**src/rtl/routing_initiator_table.sv**
```systemverilog
// rtl/routing_initiator_table.sv - programmable address-window routing table for the NI initiator
//
// Ports:
//   clock, reset_n                 clock and asynchronous active-low reset
//   req_valid/req_ready/req_addr   lookup request handshake and address
//   rsp_valid/rsp_ready            registered lookup result handshake
//   lut_path, transaction_target   route and target ID of the matched region (0 on miss)
//   failed_decoding                no enabled region matched
//   cfg_we, cfg_idx, cfg_en,       table entry write port; all fields of entry cfg_idx
//   cfg_base, cfg_limit,           are written together, out-of-range indices are dropped
//   cfg_path, cfg_target
//   err_count, err_clr             saturating failed-lookup counter and its synchronous clear
module routing_initiator_table #(
    parameter int ADDR_WIDTH    = 32,
    parameter int PATH_WIDTH    = 7,
    parameter int TARGET_WIDTH  = 4,
    parameter int NUM_REGIONS   = 4,
    parameter int IDX_WIDTH     = 4,
    parameter logic [ADDR_WIDTH-1:0]   RST_BASE   = 32'h1a000000,
    parameter logic [ADDR_WIDTH-1:0]   RST_LIMIT  = 32'h20000000,
    parameter logic [PATH_WIDTH-1:0]   RST_PATH   = 7'b0000001,
    parameter logic [TARGET_WIDTH-1:0] RST_TARGET = 4'hc,
    parameter int ERR_CNT_WIDTH = 8
) (
    input  logic                     clock,
    input  logic                     reset_n,
    input  logic                     req_valid,
    output logic                     req_ready,
    input  logic [ADDR_WIDTH-1:0]    req_addr,
    output logic                     rsp_valid,
    input  logic                     rsp_ready,
    output logic [PATH_WIDTH-1:0]    lut_path,
    output logic [TARGET_WIDTH-1:0]  transaction_target,
    output logic                     failed_decoding,
    input  logic                     cfg_we,
    input  logic [IDX_WIDTH-1:0]     cfg_idx,
    input  logic                     cfg_en,
    input  logic [ADDR_WIDTH-1:0]    cfg_base,
    input  logic [ADDR_WIDTH-1:0]    cfg_limit,
    input  logic [PATH_WIDTH-1:0]    cfg_path,
    input  logic [TARGET_WIDTH-1:0]  cfg_target,
    output logic [ERR_CNT_WIDTH-1:0] err_count,
    input  logic                     err_clr
);

    localparam logic [0:0] STATE_EMPTY = 1'b0;
    localparam logic [0:0] STATE_FULL  = 1'b1;

    logic [0:0] state;

    logic [NUM_REGIONS-1:0]  tbl_en;
    logic [ADDR_WIDTH-1:0]   tbl_base   [NUM_REGIONS];
    logic [ADDR_WIDTH-1:0]   tbl_limit  [NUM_REGIONS];
    logic [PATH_WIDTH-1:0]   tbl_path   [NUM_REGIONS];
    logic [TARGET_WIDTH-1:0] tbl_target [NUM_REGIONS];

    logic                    hit;
    logic [PATH_WIDTH-1:0]   hit_path;
    logic [TARGET_WIDTH-1:0] hit_target;
    logic                    accept;

    assign rsp_valid = (state == STATE_FULL);
    // Single output register: a new request may enter only if the slot is
    // empty or is being drained in this same cycle.
    assign req_ready = !rsp_valid || rsp_ready;
    assign accept    = req_valid && req_ready;

    // Scan from the highest index down so the lowest-indexed hit is the last
    // assignment and therefore wins. base >= limit can never satisfy both
    // compares, so empty windows need no special case.
    always_comb begin
        hit        = 1'b0;
        hit_path   = '0;
        hit_target = '0;
        for (int i = NUM_REGIONS - 1; i >= 0; i--) begin
            if (tbl_en[i] && (req_addr >= tbl_base[i]) && (req_addr < tbl_limit[i])) begin
                hit        = 1'b1;
                hit_path   = tbl_path[i];
                hit_target = tbl_target[i];
            end
        end
    end

    // Table storage. Index matching is done per entry so an index beyond
    // NUM_REGIONS simply matches nothing.
    always_ff @(posedge clock or negedge reset_n) begin
        if (!reset_n) begin
            for (int i = 0; i < NUM_REGIONS; i++) begin
                tbl_en[i]     <= (i == 0);
                tbl_base[i]   <= (i == 0) ? RST_BASE   : '0;
                tbl_limit[i]  <= (i == 0) ? RST_LIMIT  : '0;
                tbl_path[i]   <= (i == 0) ? RST_PATH   : '0;
                tbl_target[i] <= (i == 0) ? RST_TARGET : '0;
            end
        end else if (cfg_we) begin
            for (int i = 0; i < NUM_REGIONS; i++) begin
                if (cfg_idx == IDX_WIDTH'(i)) begin
                    tbl_en[i]     <= cfg_en;
                    tbl_base[i]   <= cfg_base;
                    tbl_limit[i]  <= cfg_limit;
                    tbl_path[i]   <= cfg_path;
                    tbl_target[i] <= cfg_target;
                end
            end
        end
    end

    // Output stage FSM and result register. The result fields only change on
    // an accept, so a stalled result is untouched by later table writes.
    always_ff @(posedge clock or negedge reset_n) begin
        if (!reset_n) begin
            state              <= STATE_EMPTY;
            lut_path           <= '0;
            transaction_target <= '0;
            failed_decoding    <= 1'b0;
        end else begin
            if (accept) begin
                state              <= STATE_FULL;
                lut_path           <= hit_path;
                transaction_target <= hit_target;
                failed_decoding    <= !hit;
            end else if (rsp_ready) begin
                state <= STATE_EMPTY;
            end
        end
    end

    // Saturating miss counter; clear wins over a same-cycle increment.
    always_ff @(posedge clock or negedge reset_n) begin
        if (!reset_n) begin
            err_count <= '0;
        end else if (err_clr) begin
            err_count <= '0;
        end else if (accept && !hit && (err_count != {ERR_CNT_WIDTH{1'b1}})) begin
            err_count <= err_count + ERR_CNT_WIDTH'(1);
        end
    end

endmodule
```
**config.mk**
```make
export PLATFORM = sky130hd
export DESIGN_NAME = routing_initiator_table
export DESIGN_NICKNAME = d
export VERILOG_FILES = /design/src/rtl/routing_initiator_table.sv
export SDC_FILE = /design/constraint.sdc
export NUM_CORES = 1
export LEC_CHECK = 0
export ABC_AREA = 1
export BUFFER_PORTS_ARGS = -buffer_cell sky130_fd_sc_hd__buf_2
export CAP_MARGIN = 10
export CORE_MARGIN = 1.5
export CORE_UTILIZATION = 42
export DETAILED_ROUTE_END_ITERATION = 6
export PLACE_DENSITY = 0.7
export SYNTH_ARGS = -nofsm -noshare
export SYNTH_HDL_FRONTEND = slang
export SYNTH_SLANG_ARGS = --single-unit
```
**constraint.sdc**
```tcl
create_clock -name clock -period 2.16 [get_ports clock]
set_input_delay 0.216 -clock clock [delete_from_list [all_inputs] [get_ports clock]]
set_output_delay 0.216 -clock clock [all_outputs]
set_load 0.1 [all_outputs]
```
# Word level (Yosys, flattened, before mapping)

Cells that the tools add are included.

Add/subtract/negate cells: 1
Magnitude comparators: 8
Eq/ne operators: 4
Mux-type cells: 16
Reduce and logical (&&, ||, !) cells: 21

Operator list:

| kind                                                                   | number |
|---|---|
| 32-bit greater-or-equal comparator                                     | 4 |
| 32-bit less-than comparator                                            | 4 |
| 7-bit 2-to-1 mux                                                       | 4 |
| 4-bit 2-to-1 mux                                                       | 4 |
| 8-bit 2-to-1 mux                                                       | 2 |
| 1-bit logical AND                                                      | 11 |
| 8-bit by 1-bit adder with 8-bit output (second input constant)         | 1 |
| 4-bit by 2-bit equality test with 1-bit output (second input constant) | 2 |
| 8-bit inequality test (second input constant)                          | 1 |
| 2-bit AND reduction                                                    | 4 |
| 1-bit 2-to-1 mux                                                       | 6 |
| 4-bit by 1-bit equality test with 1-bit output (second input constant) | 1 |
| 4-bit zero test                                                        | 1 |
| 2-bit nonzero test                                                     | 2 |
| 1-bit zero test                                                        | 2 |
| 1-bit logical OR                                                       | 1 |

Flip-flop bits (word level): 325
Input bits: 118
Output and inout port bits: 22
Logic and storage cells: 75

# Longest topological paths before layout

Word-level depth: 12
Mapped depth: 20

# Least setup slack after synthesis

OpenSTA, ideal clock, no wires.

Kind: reg-to-reg
Start point: reg state (netlist: rsp_valid)
End point: reg err_count[0]
Arrival: 2606 ps
Data required time: 2039 ps
Path slack: -567 ps
Cell stages (with the launch flop): 10
Buffers on the path: 0
Path through: dfrtp_1 nand2_1 nand2_1 inv_1 nand2_2 nor2_4 nand4_4 nand2_4 nand2_1 nand2_1

Longest elaborated chain between the ends: 6

RTL lines:

| item                           | RTL line | RTL |
|---|---|---|
| start: declaration             | 49       | `logic [0:0] state;` |
| start signal: assignment       | 112      | `state <= STATE_EMPTY;` |
| start signal: assignment       | 118      | `state <= STATE_FULL;` |
| start signal: assignment       | 123      | `state <= STATE_EMPTY;` |
| 1-bit zero test                | 65       | `assign req_ready = !rsp_valid \|\| rsp_ready;` |
| 1-bit logical OR               | 65       |  |
| named net req_ready            | 28       | `output logic req_ready,` |
| 1-bit logical AND              | 66       | `assign accept = req_valid && req_ready;` |
| 1-bit logical AND (2 in a row) | 134      | `end else if (accept && !hit && (err_count != {ERR_CNT_WIDTH{1'b1}})) begin` |
| 2-bit nonzero test (no line)   | -        |  |
| end signal: assignment         | 135      | `err_count <= err_count + ERR_CNT_WIDTH'(1);` |
| end: declaration               | 42       | `output logic [ERR_CNT_WIDTH-1:0] err_count,` |

The timed path passes the listed nets, and every way through them passes these cells.
A chain may end at the register's enable or synchronous reset.

# Worst setup path in the final report

Start point: reg tbl_limit[61] (netlist bit)
End point: reg err_count[5]

Longest elaborated chain between the ends: 9

RTL lines:

| item                             | RTL line | RTL |
|---|---|---|
| start: declaration               | 53       | `logic [ADDR_WIDTH-1:0] tbl_limit [NUM_REGIONS];` |
| start signal: indexed assignment | 91       | `tbl_limit[i] <= (i == 0) ? RST_LIMIT : '0;` |
| start signal: indexed assignment | 100      | `tbl_limit[i] <= cfg_limit;` |
| 32-bit less-than comparator      | 76       | `if (tbl_en[i] && (req_addr >= tbl_base[i]) && (req_addr < tbl_limit[i])) begin` |
| 1-bit logical AND                | 76       |  |
| 1-bit 2-to-1 mux (3 in a row)    | 76       |  |
| 1-bit zero test                  | 134      |  |
| 1-bit logical AND (2 in a row)   | 134      |  |
| 2-bit nonzero test (no line)     | -        |  |

No other way between the ends.

==> impl_metrics.py <==
metrics = {
    "status": {
        "status": "finished with violations",
        "violations": "negative setup slack",
    },
    "route": {
        "routedWlPerCell_um": 15.7,
        "vias": 16400,
        "drtAntennaViolNets": 0,
        "drt_drc_violations_left": 0,
        "dr.pass1.iters": 5,
        "drt_iter0_drc": 1052,
        "via_per_inst": 5.01,
        "routed_wl_um": 51500,
    },
    "min_path": {
        "min_path_type": "primary input to flop",
    },
    "global_route": {
        "grt_pass1_vias": 16700,
        "grt_pass1_wl_um": 84100,
        "overflow": 0,
        "grt_start_max_net_pins": 153,
        "grt_use_total_pct": 22.5,
        "antenna_found_initial": 1,
    },
    "synthesis": {
        "ys_seq_area_share_pct": 42.7,
        "synth-edff-count": 0,
        "syn_avg_cell_area_um2": 8.09,
        "synth.net_count": 2727,
        "yosysTopAreaCell": "dfrtp_1",
        "netlist_top_cells_area": "dfrtp_1 42%, ha_1 17%, nand2_1 12%",
        "async_flop_share_pct": 100,
        "synth_top_cell_area_share_pct": 41.6,
        "synth_cell_types": 44,
        "ys_warn_count": 0,
        "ys.flop_type": "dfrtp_1",
        "syn_area_mm2": 0.0191,
        "netlist_instances": 2356,
        "synth-seq-cells": 325,
    },
    "final_layout": {
        "nets": 3024,
        "fin_area_mm2": 0.0239,
        "final_cell_mix": "579 x nand2_1, 391 x inv_1, 321 x o21ai_0, 316 x dfrtp_1, 236 x ha_1",
        "syn2layout_area_growth_pct": 25.5,
        "multi_input_area_mm2": 0.00964,
        "utilization_pct": 53.8,
        "fin_cells": 3273,
        "drive_gt1_share_pct": 17.5,
        "seq_area_mm2": 0.00814,
        "n_fill_cell": 4095,
        "final_common_cell": "nand2_1",
    },
    "pwr": {
        "p_leak_nw": 12.4,
        "ir_drop_v": 0.000705,
        "power_density_mw_per_mm2": 885,
    },
    "placement": {
        "io_buffers": 139,
        "dp.cells": 3111,
        "placed_cell_area_mm2": 0.0212,
        "preCtsSetupSlack_ns": -0.544,
        "place.gp.congestion": 0.850,
        "dp_hpwl_um": 35100,
    },
    "timing": {
        "max_slew_margin_pct": 54.2,
        "final.setup_skew_ns": 0.0223,
        "worst_pin_slew_ns": 0.688,
        "drv_slew": 0,
        "period_minus_slack_ns": 2.53,
        "finalHoldViolCount": 0,
        "fin_hold_ws_ns": 0.0166,
        "setup_ws_ns": -0.375,
        "setup_viol": 20,
        "fmax_mhz": 395,
        "rsz0062_at_grt": "true",
        "period_share_pct": 117,
    },
    "clock_network": {
        "cts-htree-levels": 2,
        "cts_root_buffer": "clkbuf_16",
        "tritoncts": "built",
        "cts.clk_slew.worst_paths_ns": 0.06,
        "numClockSinks": 325,
        "cts_max_path_buffers": 3,
        "clk_latency_ns": 0.57,
        "cts_inserted_buffers": 38,
    },
    "critical_path": {
        "critPathKind": "flop to flop",
        "worstSetupEndpointType": "flop",
        "startpoint_type": "flop",
        "crit_arrival_ns": 3.04,
        "required_ns": 2.66,
        "cp_max_fo": 8,
    },
    "floorplanning": {
        "core_area_mm2": 0.0445,
        "dieArea_mm2": 0.0467,
        "fp.dieH_um": 216,
        "num_io_pins": 140,
        "placementRows": 77,
        "start_util_pct": 42.8,
        "chipWidth_um": 216,
    },
    "flow_run": {
        "maxCapViolCount": 0,
    },
}
==> layer usage <==
metal  share of wire [%]  vias to the layer above  GRT usage [%]
li1                    -                     8133              -
met1                  45                     7766           29.1
met2                  47                      415           37.8
met3                 5.5                       86           3.68
met4                 2.7                        2           8.22
met5               0.023                        -              0
==> sequential cells by signal, summed over array words and instances (netlist names) <==
name and flops:
tbl_en 4, transaction_target 4, rsp_valid 1, failed_decoding 1
tbl_base 128, err_count 8, tbl_path 28, lut_path 7
tbl_target 16, tbl_limit 128
==> stage by stage <==
step / setup TNS, ns / power [mW]
2_1_floorplan: 0 / 12.1
3_3_place_gp: -9.90 / 13.8
3_5_place_dp: -9.40 / 14.1
4_1_cts: -5.51 / 21.1
5_1_grt: -8.22 / 22.6
6_report: -5.40 / 21.2
==> cell type report <==
| class | count | share of cell area [%] |
|---|---|---|
| repair buffers | 325 | 10.7 |
| multi-input cells | 1540 | 40.3 |
| well taps | 592 | 3.09 |
| inverters | 423 | 6.63 |
| clock inverters | 14 | 0.643 |
| diodes | 1 | 0.0105 |
| flip-flops and latches | 325 | 34.0 |
| clock buffers | 53 | 4.63 |
==> synth_stat cells, types with 2 or more instances <==
master	n
inv_2	18
nand4_1	18
nand2_1	608
ha_1	253
xor2_1	3
nor3_1	14
buf_6	5
o21a_1	4
o21ai_0	335
nand3_4	3
a21o_1	3
clkbuf_1	67
nand3_2	2
nand3b_1	3
nor4_1	3
nand3_1	44
nand2_2	3
nor2_4	2
inv_1	402
buf_2	2
or2_1	2
or2_0	9
and3_1	2
dfrtp_1	317
o211ai_1	4
nor2_1	66
a31oi_1	2
nor2_2	6
a211oi_1	4
dfstp_2	8
o21ai_2	8
o21ai_1	19
nor4_4	2
clkinv_1	3
o21bai_1	2
a21oi_1	102
==> final timing paths <==
| check | end | start | cells after the start | slack, ns |
|---|---|---|---|---|
| max in group asynchronous | tbl_limit[57] | reset_n | 3 | 1.30 |
| max reg2reg | err_count[5] | tbl_limit[61] | 14 | -0.37 |
| min reg2reg | failed_decoding | failed_decoding | 2 | 0.48 |
| max | err_count[5] | tbl_limit[61] | 14 | -0.37 |
| min | tbl_base[8] | cfg_base[8] | 3 | 0.02 |
| min in group asynchronous | tbl_limit[3] | reset_n | 2 | 0.17 |
==> repair_timing <==
action	in CTS	in global routing
endpoints found under the setup margin	20	20
hold buffers	65	0
buffers inserted	12	13
pin swaps	25	44
gates resized for setup	67	64
endpoints found under the hold margin	418	0
gates cloned	5	1
==> report_power, final <==
part	switching (mW)	internal [mW]
logic	4.00	2.56
registers	0.732	7.36
clock network	2.68	3.84
==> cells by family after synthesis <==
kind of cell / Yosys count / share of synthesized area (%)
flops: 325 / 42.7
compound gates: 486 / 13.2
simple gates: 791 / 17.3
fa+ha+maj: 253 / 16.6
buf+inv: 497 / 9.99
xor+xnor: 4 / 0.184
==> worst max-delay path, cell delays in order (launching register included) <==
cell,delay (ns)
dfrtp_1,0.37
inv_2,0.05
ha_4,0.26
nand2_2,0.06
nor2_4,0.11
nand4_1,0.21
nor4_2,0.34
nand2_2,0.13
nand3_4,0.19
nand2_4,0.07
nor2_4,0.15
nand4_4,0.16
nand2_4,0.19
nand2_2,0.08
nand2_2,0.07
(Power assumes the default switching activity.)
